`src/rtl/pwl_stim_seq.sv`:
```
// pwl_stim_seq: plays a (value, hold) point table as a DAC code; define PWL_RAMP_EN to interpolate within segments
module pwl_stim_seq #(
  parameter int DW = 12,
  parameter int HW = 16,
  parameter int AW = 4
) (
  input  logic          clk,
  input  logic          rst_n,
  input  logic          wr_en_i,
  input  logic [AW-1:0] wr_addr_i,
  input  logic [DW-1:0] wr_value_i,
  input  logic [HW-1:0] wr_hold_i,
  input  logic [AW-1:0] last_idx_i,
  input  logic          loop_i,
  input  logic          start_i,
  input  logic          stop_i,
  output logic [DW-1:0] level_o,
  output logic          busy_o,
  output logic [AW-1:0] seg_idx_o,
  output logic          done_o,
  output logic          wr_err_o
);
  localparam int DEPTH = 2 ** AW;
  typedef enum logic {IDLE, PLAY} state_t;
  state_t        state_q;
  logic [DW-1:0] val_q [DEPTH];
  logic [HW-1:0] hold_q [DEPTH];
  logic [AW-1:0] idx_q, last_q, nidx;
  logic [HW-1:0] cnt_q, h_eff;
  logic [DW-1:0] level_q, hold_lvl;
  logic          loop_q, busy_q, done_q, wr_err_q, expire, at_last;
  always_comb begin
    h_eff   = (hold_q[idx_q] == '0) ? HW'(1) : hold_q[idx_q];
    expire  = cnt_q == h_eff - 1'b1;
    at_last = idx_q == last_q;
    nidx    = at_last ? '0 : idx_q + 1'b1;
  end
`ifdef PWL_RAMP_EN
  localparam int PW = DW + HW + 1;
  logic signed [PW-1:0] vi_s, vn_s, k_s, h_s, sum_s;
  // next-cycle level is the ramp evaluated one step further into the segment
  always_comb begin
    vi_s     = $signed({{(PW-DW){1'b0}}, val_q[idx_q]});
    vn_s     = (at_last && !loop_q) ? vi_s : $signed({{(PW-DW){1'b0}}, val_q[nidx]});
    k_s      = $signed({{(PW-HW){1'b0}}, cnt_q + 1'b1});
    h_s      = $signed({{(PW-HW){1'b0}}, h_eff});
    sum_s    = vi_s + ((vn_s - vi_s) * k_s) / h_s;
    hold_lvl = sum_s[DW-1:0];
  end
`else
  assign hold_lvl = level_q;
`endif
  always_ff @(posedge clk) begin
    if (wr_en_i && state_q == IDLE) begin
      val_q[wr_addr_i]  <= wr_value_i;
      hold_q[wr_addr_i] <= wr_hold_i;
    end
  end
  always_ff @(posedge clk or negedge rst_n) begin
    if (!rst_n) begin
      state_q  <= IDLE;
      idx_q    <= '0;
      last_q   <= '0;
      loop_q   <= 1'b0;
      cnt_q    <= '0;
      level_q  <= '0;
      busy_q   <= 1'b0;
      done_q   <= 1'b0;
      wr_err_q <= 1'b0;
    end else begin
      done_q   <= 1'b0;
      wr_err_q <= 1'b0;
      if (state_q == IDLE) begin
        if (start_i && !stop_i) begin
          state_q <= PLAY;
          busy_q  <= 1'b1;
          idx_q   <= '0;
          cnt_q   <= '0;
          level_q <= val_q[0];
          last_q  <= last_idx_i;
          loop_q  <= loop_i;
        end
      end else begin
        wr_err_q <= wr_en_i;
        if (stop_i) begin
          state_q <= IDLE;
          busy_q  <= 1'b0;
        end else if (!expire) begin
          cnt_q   <= cnt_q + 1'b1;
          level_q <= hold_lvl;
        end else if (at_last && !loop_q) begin
          state_q <= IDLE;
          busy_q  <= 1'b0;
          done_q  <= 1'b1;
        end else begin
          idx_q   <= nidx;
          cnt_q   <= '0;
          level_q <= val_q[nidx];
        end
      end
    end
  end
  assign level_o   = level_q;
  assign busy_o    = busy_q;
  assign seg_idx_o = idx_q;
  assign done_o    = done_q;
  assign wr_err_o  = wr_err_q;
endmodule

```
`config.mk`:
```
export PLATFORM = sky130hd
export DESIGN_NAME = pwl_stim_seq
export DESIGN_NICKNAME = d
export VERILOG_FILES = /design/src/rtl/pwl_stim_seq.sv
export SDC_FILE = /design/constraint.sdc
export NUM_CORES = 1
export LEC_CHECK = 0
export BUFFER_PORTS_ARGS = -buffer_cell sky130_fd_sc_hd__buf_2
export CORE_MARGIN = 2
export CORE_UTILIZATION = 40
export DETAILED_ROUTE_END_ITERATION = 6
export MAX_ROUTING_LAYER = met4
export PLACE_DENSITY = 0.54
export REMOVE_ABC_BUFFERS = 1
export SYNTH_ARGS = -nofsm -noshare
export SYNTH_HDL_FRONTEND = slang
export SYNTH_SLANG_ARGS = --single-unit
```
`constraint.sdc`:
```
create_clock -name clk -period 7.4 [get_ports clk]
set_input_delay 0.37 -clock clk [delete_from_list [all_inputs] [get_ports clk]]
set_output_delay 0.37 -clock clk [all_outputs]
set_load 0.02 [all_outputs]
```
### Word-level counts from Yosys, hierarchy flattened

Memories as Yosys holds them, arrays and structs flattened.
Cells that the tools add are included.

| word-level totals | value |
|---|---|
| bits in registers | 41 |
| memory bits (writable) | 448 |
| input port bits | 42 |
| output and inout port bits | 19 |
| logic and storage cells | 68 |
| memories | 2 |

| cells by class | value |
|---|---|
| $add $sub $neg | 3 |
| eq/ne operators | 8 |
| mux-type cells | 34 |
| bitwise operators | 1 |
| reductions and logical operators | 11 |

Memories:

| memory | words | width | rd ports | clocked after memory_dff | wr ports | line | text |
|---|---|---|---|---|---|---|---|
| hold_q | 16 | 16 | 1 | 0 | 1 | 27 | `logic [HW-1:0] hold_q [DEPTH];` |
| val_q | 16 | 12 | 2 | 0 | 1 | 26 | `logic [DW-1:0] val_q [DEPTH];` |

Operator list:

| operator | number |
|---|---|
| two-way mux 16 bit | 6 |
| two-way mux 12 bit | 5 |
| two-way mux 4 bit | 6 |
| two-way mux 1 bit | 17 |
| adder 16 x 1 -> 16 bit, second input constant | 1 |
| == test 16 bit | 1 |
| zero test 16 bit | 1 |
| subtractor 16 x 1 -> 16 bit, second input constant | 1 |
| inequality test 3 x 2 -> 1 bit, second input constant | 2 |
| AND reduction 3 bit | 2 |
| adder 4 x 1 -> 4 bit, second input constant | 1 |
| == test 4 bit | 1 |
| inequality test 2 bit, second input constant | 2 |
| AND reduction 4 bit | 1 |
| logical AND 1 bit | 3 |
| inequality test 3 bit, second input constant | 1 |
| zero test 1 bit | 2 |
| inequality test 2 x 1 -> 1 bit, second input constant | 1 |
| AND reduction 2 bit | 1 |
| nonzero test 2 bit | 1 |
| inverter 1 bit | 1 |

### Logic depth before layout (Yosys ltp)

Gate-level depths: netlist of run 1.
An unclocked memory read counts as a cell.

| logic depth | value |
|---|---|
| depth after elaboration | 8 |
| mapped depth | 25 |

### Least setup slack after synthesis of run 1

OpenSTA, ideal clock, no wires.

| timing | value |
|---|---|
| kind | flip-flop to flip-flop |
| from | register idx_q[2], in the netlist seg_idx_o[2] |
| to | register level_q[6], in the netlist level_o[6] |
| setup time | 0.128 ns |
| arrival | 5.078 ns |
| required time | 7.272 ns |
| setup slack | 2.194 ns |
| stages on the path, launching flop included | 23 |
| period minus slack after synthesis | 5.206 ns |
| path through | dfrtp_1 > buf_2 > buf_2 > buf_1 > mux4_2 > a22oi_1 > nand2_1 > nor3_2 > and3_1 > buf_2 > a21oi_1 > ha_1 > nand2_1 > a211oi_1 > o211ai_1 > or3_1 > and3_1 > nand2_1 > or4_1 > nand4b_4 > o21bai_4 > buf_6 > mux2_1 |

| on the way | value |
|---|---|
| word-level cells in the longest chain between the ends | 7 |
| elaborated cells on any way between the ends | 17 |

RTL lines:

| element | line | text |
|---|---|---|
| start, declared | 28 | `logic [AW-1:0] idx_q, last_q, nidx;` |
| start signal, assigned | 96 | `idx_q <= nidx;` |
| memory read (16 x 16 bit), or another cell as far along | -- |  |
| zero test 16 bit or two-way mux 4 bit (tied branches) | 33, 36 |  |
| two-way mux 16 bit or memory read (16 x 12 bit) (tied branches) | -- |  |
| subtractor 16 x 1 -> 16 bit or two-way mux 12 bit (tied branches) | 34, 91 |  |
| == test 16 bit or two-way mux 12 bit (tied branches) | 34, 88 |  |
| inequality test 2 x 1 -> 1 bit (no line) or two-way mux 12 bit (tied branches) | -- |  |
| AND reduction 4 bit (no line) or two-way mux 12 bit (tied branches) | -- |  |
| end signal, assigned | 79 | `level_q <= val_q[0];` |
| end signal, assigned | 90 | `level_q <= hold_lvl;` |
| end signal, assigned | 98 | `level_q <= val_q[nidx];` |
| end, declared | 30 | `logic [DW-1:0] level_q, hold_lvl;` |

Several ways; a longest one is shown, not always the timed one. The select of a mux whose other input is x is not followed.
A chain may end at the register's enable or synchronous reset.

### Worst setup path after layout of run 1

| timing | value |
|---|---|
| from | register idx_q[0], in the netlist seg_idx_o[0] |
| to | register level_q[8], in the netlist level_o[8] |

The elaborated chain is that of the path after synthesis.

==> flow_summary.toml, run 1 <==
[place]
port_buffers = 60
place.gp.congestion = 0.836
pre_cts_ws_ns = 1.02
post-dp-hpwl_um = 28100
placed_cells = 1958

[clocking]
cts_tree = "yes"
post_cts_buffers = 0
numCtsBuffers = 52
htree_levels = 2
insertion_delay_ns = 0.61
path_clk_slew_ns = 0.06
clockBufferDepth = 3
clock-sinks = 489
cts_root_buffer = "clkbuf_16"

[floorplanning]
fp-row-count = 82
start_util_pct = 40.6
fp.dieArea_mm2 = 0.0528
core-area_mm2 = 0.0502
die-height_um = 230
die_x_um = 230
io_pins = 61

[layout]
final_common_cell = "edfxtp_1"
nets = 1392
final_util_pct = 46.4
area_growth_pct = 14.4
final_cell_mix = "448 x edfxtp_1, 123 x nor2_1, 68 x mux4_2"
drive_above_1_share_pct = 21.3
finalNonFillerCells = 2061

[detailed_routing]
drcViolationCount = 0
vias_per_cell = 5.50
wl_um = 50500
ant_nets = 0
drt_pass1_iterations = 5
post_drt_wl_per_cell_um = 24.5
dr_total_vias = 11300
drt_iter0_drc = 773

[min_path]
worstHoldPathType = "primary input to flop"

[setup_path]
crit_path_start_kind = "flop"
crit_required_ns = 7.92
critPathMaxFanout = 47
worstSetupPathType = "flop to flop"
cp.arrival_ns = 6.84
endpoint_kind = "flop"

[global_route]
grt_max_degree = 55
grt_first_pass_wirelength_um = 76400
grt_overflow = 0
grtUsageTotal_pct = 20.2
grt_pass1_vias = 11700
grt_antenna_before_repair = 3

[synthesis]
synth.avg_cell_area_um2 = 16.2
synthCells = 1256
synthFlopType = "edfxtp_1"
synth-seq-area-share_pct = 71.1
netlist.area_leader.share_pct = 66.0
syn_area_mm2 = 0.0204
ys_async_sr_fraction_pct = 8.38
ys_ff_latch = 489
synthTopCellsByArea = "edfxtp_1 66%, mux4_2 7.5%, dfrtp_1 5.0%, mux2i_1 3.2%, nor2_1 2.5%"
synth_top_area_cell = "edfxtp_1"
synth_edf_count = 448
ys_warn_count = 0
yosysUniqueCellTypes = 72

[sta]
worst_slack_ns = 1.08
finalSetupViolCount = 0
period_needed_ns = 6.32
skew_ns = 0.0308
grt_setup_unrepaired = "false"
fmax_ghz = 0.158
relSlewSlack_pct = 18.7
slew_viol_final = 0
hold_viol_final = 0
period_share_pct = 85.4
worst_pin_slew_ns = 1.21

[power]
powerDensity_mw_per_mm2 = 293
seqPwrFrac_pct = 46.1
p_leak_nw = 7.63
p_comb_share_pct = 17.7
ir_drop_mv = 0.189
netSwitchingPower_mw = 1.82
switching_share_pct = 26.7
clkPwrFrac_pct = 36.2
finalPower_mw = 6.83
cell_internal_pwr_mw = 5.01

[status]
status = "complete, no violations"

[flow_run]
maxCapViolations = 0
## worst paths after layout
path                               from           end  slack [ns]  cells past startpoint
max                        seg_idx_o[0]    level_o[8]        1.08                     20
min in group asynchronous         rst_n      cnt_q[1]        0.43                      3
min reg2reg                      loop_q        loop_q        0.51                      1
min                             wr_en_i      wr_err_o        0.03                      2
max in group asynchronous         rst_n  seg_idx_o[0]        6.46                      3
max reg2reg                seg_idx_o[0]    level_o[8]        1.08                     20
## kinds of logic (layout without fill, tap and decap cells)
logic type      Yosys count  after routing  share of synthesized area [%]
fa+ha+maj                 3              3                          0.184
buf+inv                  80            211                           1.78
compound gates          178            178                           6.02
mux                     160            160                           12.2
other cells               0              2                              0
simple gates            313            313                           7.33
flops                   489            489                           71.1
xor+xnor                 33             33                           1.42
## synth_stat cells (13+ instances only)
| library cell | instances |
|---|---|
| a31oi_1 | 17 |
| nor2_1 | 136 |
| buf_2 | 17 |
| and2_1 | 13 |
| a22oi_1 | 14 |
| a21oi_1 | 53 |
| nand3_1 | 30 |
| xnor2_1 | 16 |
| nand2_1 | 54 |
| edfxtp_1 | 448 |
| mux2_2 | 20 |
| xor2_1 | 17 |
| a211oi_1 | 14 |
| mux2i_1 | 66 |
| mux4_2 | 68 |
| dfrtp_1 | 41 |
| nand2b_1 | 15 |
| o21ai_0 | 21 |
| clkbuf_1 | 38 |
## worst max-delay path, cell delays in order, from the launching register on
cell and delay [ns]:
dfrtp_4 0.92, mux4_2 0.58, a22oi_1 0.20, nand3_1 0.28, or2_1 0.37, nor3_2 0.41
and3_1 0.36, a21oi_1 0.10, ha_1 0.22, nand2_1 0.08, a211oi_1 0.10, o211ai_1 0.35
or3_1 0.16, and3_1 0.17, nand2_1 0.06, or4_1 0.48, nand4b_4 0.26, o21bai_4 0.62
buf_4 0.28, nor2_1 0.05, a21oi_1 0.13
## registers in the layout (all words and copies together) (netlist names), 4 cells and up
register,count
hold_q,256
level_o,12
val_q,192
cnt_q,16
seg_idx_o,4
last_q,4
## metrics by stage
step | setup TNS, ns | cell area, µm² | hold WS [ns]
floorplan | -97.67 | 20100 | 0.0744
global placement | 0 | 21600 | 0.489
detailed placement | 0 | 21600 | 0.496
CTS | 0 | 23300 | 0.00823
global route | 0 | 23300 | 0.0547
finish | 0 | 23300 | 0.0343
## power by group through the flow
| stage | clock, mW | sequential (mW) | combinational, mW |
|---|---|---|---|
| floorplan | 0 | 3.27 | 0.819 |
| global placement | 0 | 3.21 | 1.21 |
| detailed placement | 0 | 3.21 | 1.22 |
| CTS | 2.53 | 3.16 | 1.23 |
| global route | 2.63 | 3.16 | 1.33 |
| finish | 2.47 | 3.15 | 1.21 |
## per-layer routing
metal / part of all wire (%) / track usage, %
met1: 44 / 26.0
met2: 50 / 33.3
met3: 3.6 / 2.89
met4: 2.5 / 5.97
met5: 0 / -
## timing repair
action                    4_1_cts  5_1_grt
hold endpoints to repair       47        0
hold buffers                    7        0
gates resized for setup         0        0
## area by class of cell
type / instances / area, µm²
diodes: 2 / 5.00
multi-input cells: 687 / 5660
fillers: 4317 / 26900
clock buffers: 70 / 1420
repair buffers: 105 / 656
clock inverters: 24 / 194
inverters: 12 / 45.0
flip-flops and latches: 489 / 14500
well taps: 672 / 841
Note: power is estimated with default switching activity, not from simulation.
==> run 2: changes to the inputs <==
--- a/config.mk
+++ b/config.mk
@@ -10,7 +10,7 @@
 export CORE_UTILIZATION = 40
 export DETAILED_ROUTE_END_ITERATION = 6
 export MAX_ROUTING_LAYER = met4
-export PLACE_DENSITY = 0.54
+export PLACE_DENSITY = 0.56
 export REMOVE_ABC_BUFFERS = 1
 export SYNTH_ARGS = -nofsm -noshare
 export SYNTH_HDL_FRONTEND = slang
==> constraint.sdc (replaced) <==
create_clock -name clk -period 5.56 [get_ports clk]
set_input_delay 0.278 -clock clk [delete_from_list [all_inputs] [get_ports clk]]
set_output_delay 0.278 -clock clk [all_outputs]
set_load 0.02 [all_outputs]
==> flow_summary.toml, run 2 (synthesized netlist as in run 1, its figures left out) <==
[status]
status = "complete, no violations"

[place]
port_buffers = 60
pre_cts_ws_ns = 0.0190
post-dp-hpwl_um = 29300
place.gp.congestion = 0.882
placed_cells = 1976

[power]
ir_drop_mv = 0.271
powerDensity_mw_per_mm2 = 393
p_leak_nw = 7.84

[clocking]
cts_tree = "yes"
insertion_delay_ns = 0.59
numCtsBuffers = 51
path_clk_slew_ns = 0.06
htree_levels = 2
clock-sinks = 489
cts_root_buffer = "clkbuf_16"
clockBufferDepth = 3

[detailed_routing]
drt_pass1_iterations = 5
ant_nets = 0
drcViolationCount = 0
vias_per_cell = 5.50
post_drt_wl_per_cell_um = 24.3
wl_um = 50800
dr_total_vias = 11500
drt_iter0_drc = 947

[setup_path]
slowest_stage = "mux4_2"
critPathMaxFanout = 26
cp.arrival_ns = 5.75
path_cells = "buf_12 -> buf_12 -> mux4_2 -> or2_2 -> a41oi_1 -> o21bai_1 -> nor4_1 -> a21oi_1 -> ha_1 -> nand2_1 -> a211oi_2 -> o211ai_1 -> or3_1 -> and3_1 -> nand2_1 -> or4_1 -> nand4b_4 -> o21bai_4 -> buf_12 -> mux2_2"
cp_common_cell = "buf_12"
endpoint_kind = "flop"
crit_path_start_kind = "flop"
worstSetupPathType = "flop to flop"
crit_required_ns = 6.03
max_stage_delay_ns = 0.51

[sta]
relSlewSlack_pct = 24.2
fmax_ghz = 0.190
period_needed_ns = 5.27
slew_viol_final = 0
period_share_pct = 94.8
finalSetupViolCount = 0
hold_viol_final = 0
holdWs_ns = 0.0563
worst_pin_slew_ns = 1.13
skew_ns = 0.0180
worst_slack_ns = 0.287

[global_route]
grt_overflow = 0
grtUsageTotal_pct = 19.9
grtUsageMet2_pct = 31.7
grt_first_pass_wirelength_um = 75600
grt_antenna_before_repair = 3
grt_use_met3_pct = 2.86
grt_max_degree = 58
use_met1_pct = 26.8
top_usage_layer = "met2"
grt_pass1_vias = 11500

[layout]
final_cell_mix = "448 x edfxtp_1, 123 x nor2_1, 68 x mux4_2"
top_register = "hold_q"
final_common_cell = "edfxtp_1"
top_regs = "hold_q (256), val_q (192), cnt_q (16)"
largest_reg_flops = 256
final_util_pct = 47.3
drive_above_1_share_pct = 23.8
area_growth_pct = 16.5
finalNonFillerCells = 2090
nets = 1419

[flow_run]
maxCapViolations = 0

[floorplanning]
fp.dieArea_mm2 = 0.0528
fp-row-count = 82
die-height_um = 230
start_util_pct = 40.6
core-area_mm2 = 0.0502
io_pins = 61
die_x_um = 230

[min_path]
worstHoldPathType = "primary input to flop"
-- run 2: power breakdown --
part / switching, mW / leakage [nW] / internal (mW) / total, mW
sequential: 0.0652 / 4.56 / 4.09 / 4.16
clock: 1.42 / 0.811 / 2.00 / 3.42
combinational: 0.967 / 2.48 / 0.768 / 1.74
total: 2.45 / 7.84 / 6.86 / 9.31
-- run 2: critical path, delay by kind of cell, from the launching register on --
family	cells	cell delay [ns]
muxes	2	0.86
DFF	1	0.49
AOI/OAI and AO/OA	6	1.17
adders and majority gates	1	0.24
and+or+nand+nor	8	1.79
buffers and inverters	3	0.59
-- run 2: cell type report --
type                       instances  area, µm²
fill                            4317      26400
sequential                       489      14500
multi-input combinational        687       5680
clock buffer                      70       1400
timing repair buffer             133        978
tap                              672        841
clock inverter                    25        285
inverter                          12       48.8
antenna                            2       5.00
-- run 2: per-layer routing --
layer | part of all wire, % | vias up
met5 | 0 | -
met4 | 2.3 | 0
met1 | 45 | 5948
li1 | - | 5189
met2 | 48 | 280
met3 | 4.4 | 78
-- run 2: what timing repair did --
item | CTS | global route
hold endpoints to repair | 49 | 0
endpoints found under the setup margin | 0 | 33
setup buffers | 0 | 8
hold buffers | 9 | 0
resized for setup | 0 | 8
-- run 2: final timing paths --
check                                from             to  slack (ns)  depth (start not counted)
setup / recovery             seg_idx_o[0]     level_o[4]        0.29                         20
hold / removal             wr_value_i[10]  val_q[12][10]        0.06                          1
setup reg to reg             seg_idx_o[0]     level_o[4]        0.29                         20
hold reg to reg                    loop_q         loop_q        0.50                          1
max in group asynchronous           rst_n   seg_idx_o[0]        4.72                          3
min in group asynchronous           rst_n       cnt_q[0]        0.33                          3
-- run 2: stage by stage --
stage | setup TNS [ns] | area, µm² | power, mW
after floorplan | -162.07 | 20100 | 5.45
after global placement | 0 | 21800 | 5.92
after detailed placement | 0 | 21800 | 5.94
after CTS | 0 | 23600 | 9.35
after global routing | -0.0434 | 23700 | 9.67
final | 0 | 23700 | 9.31
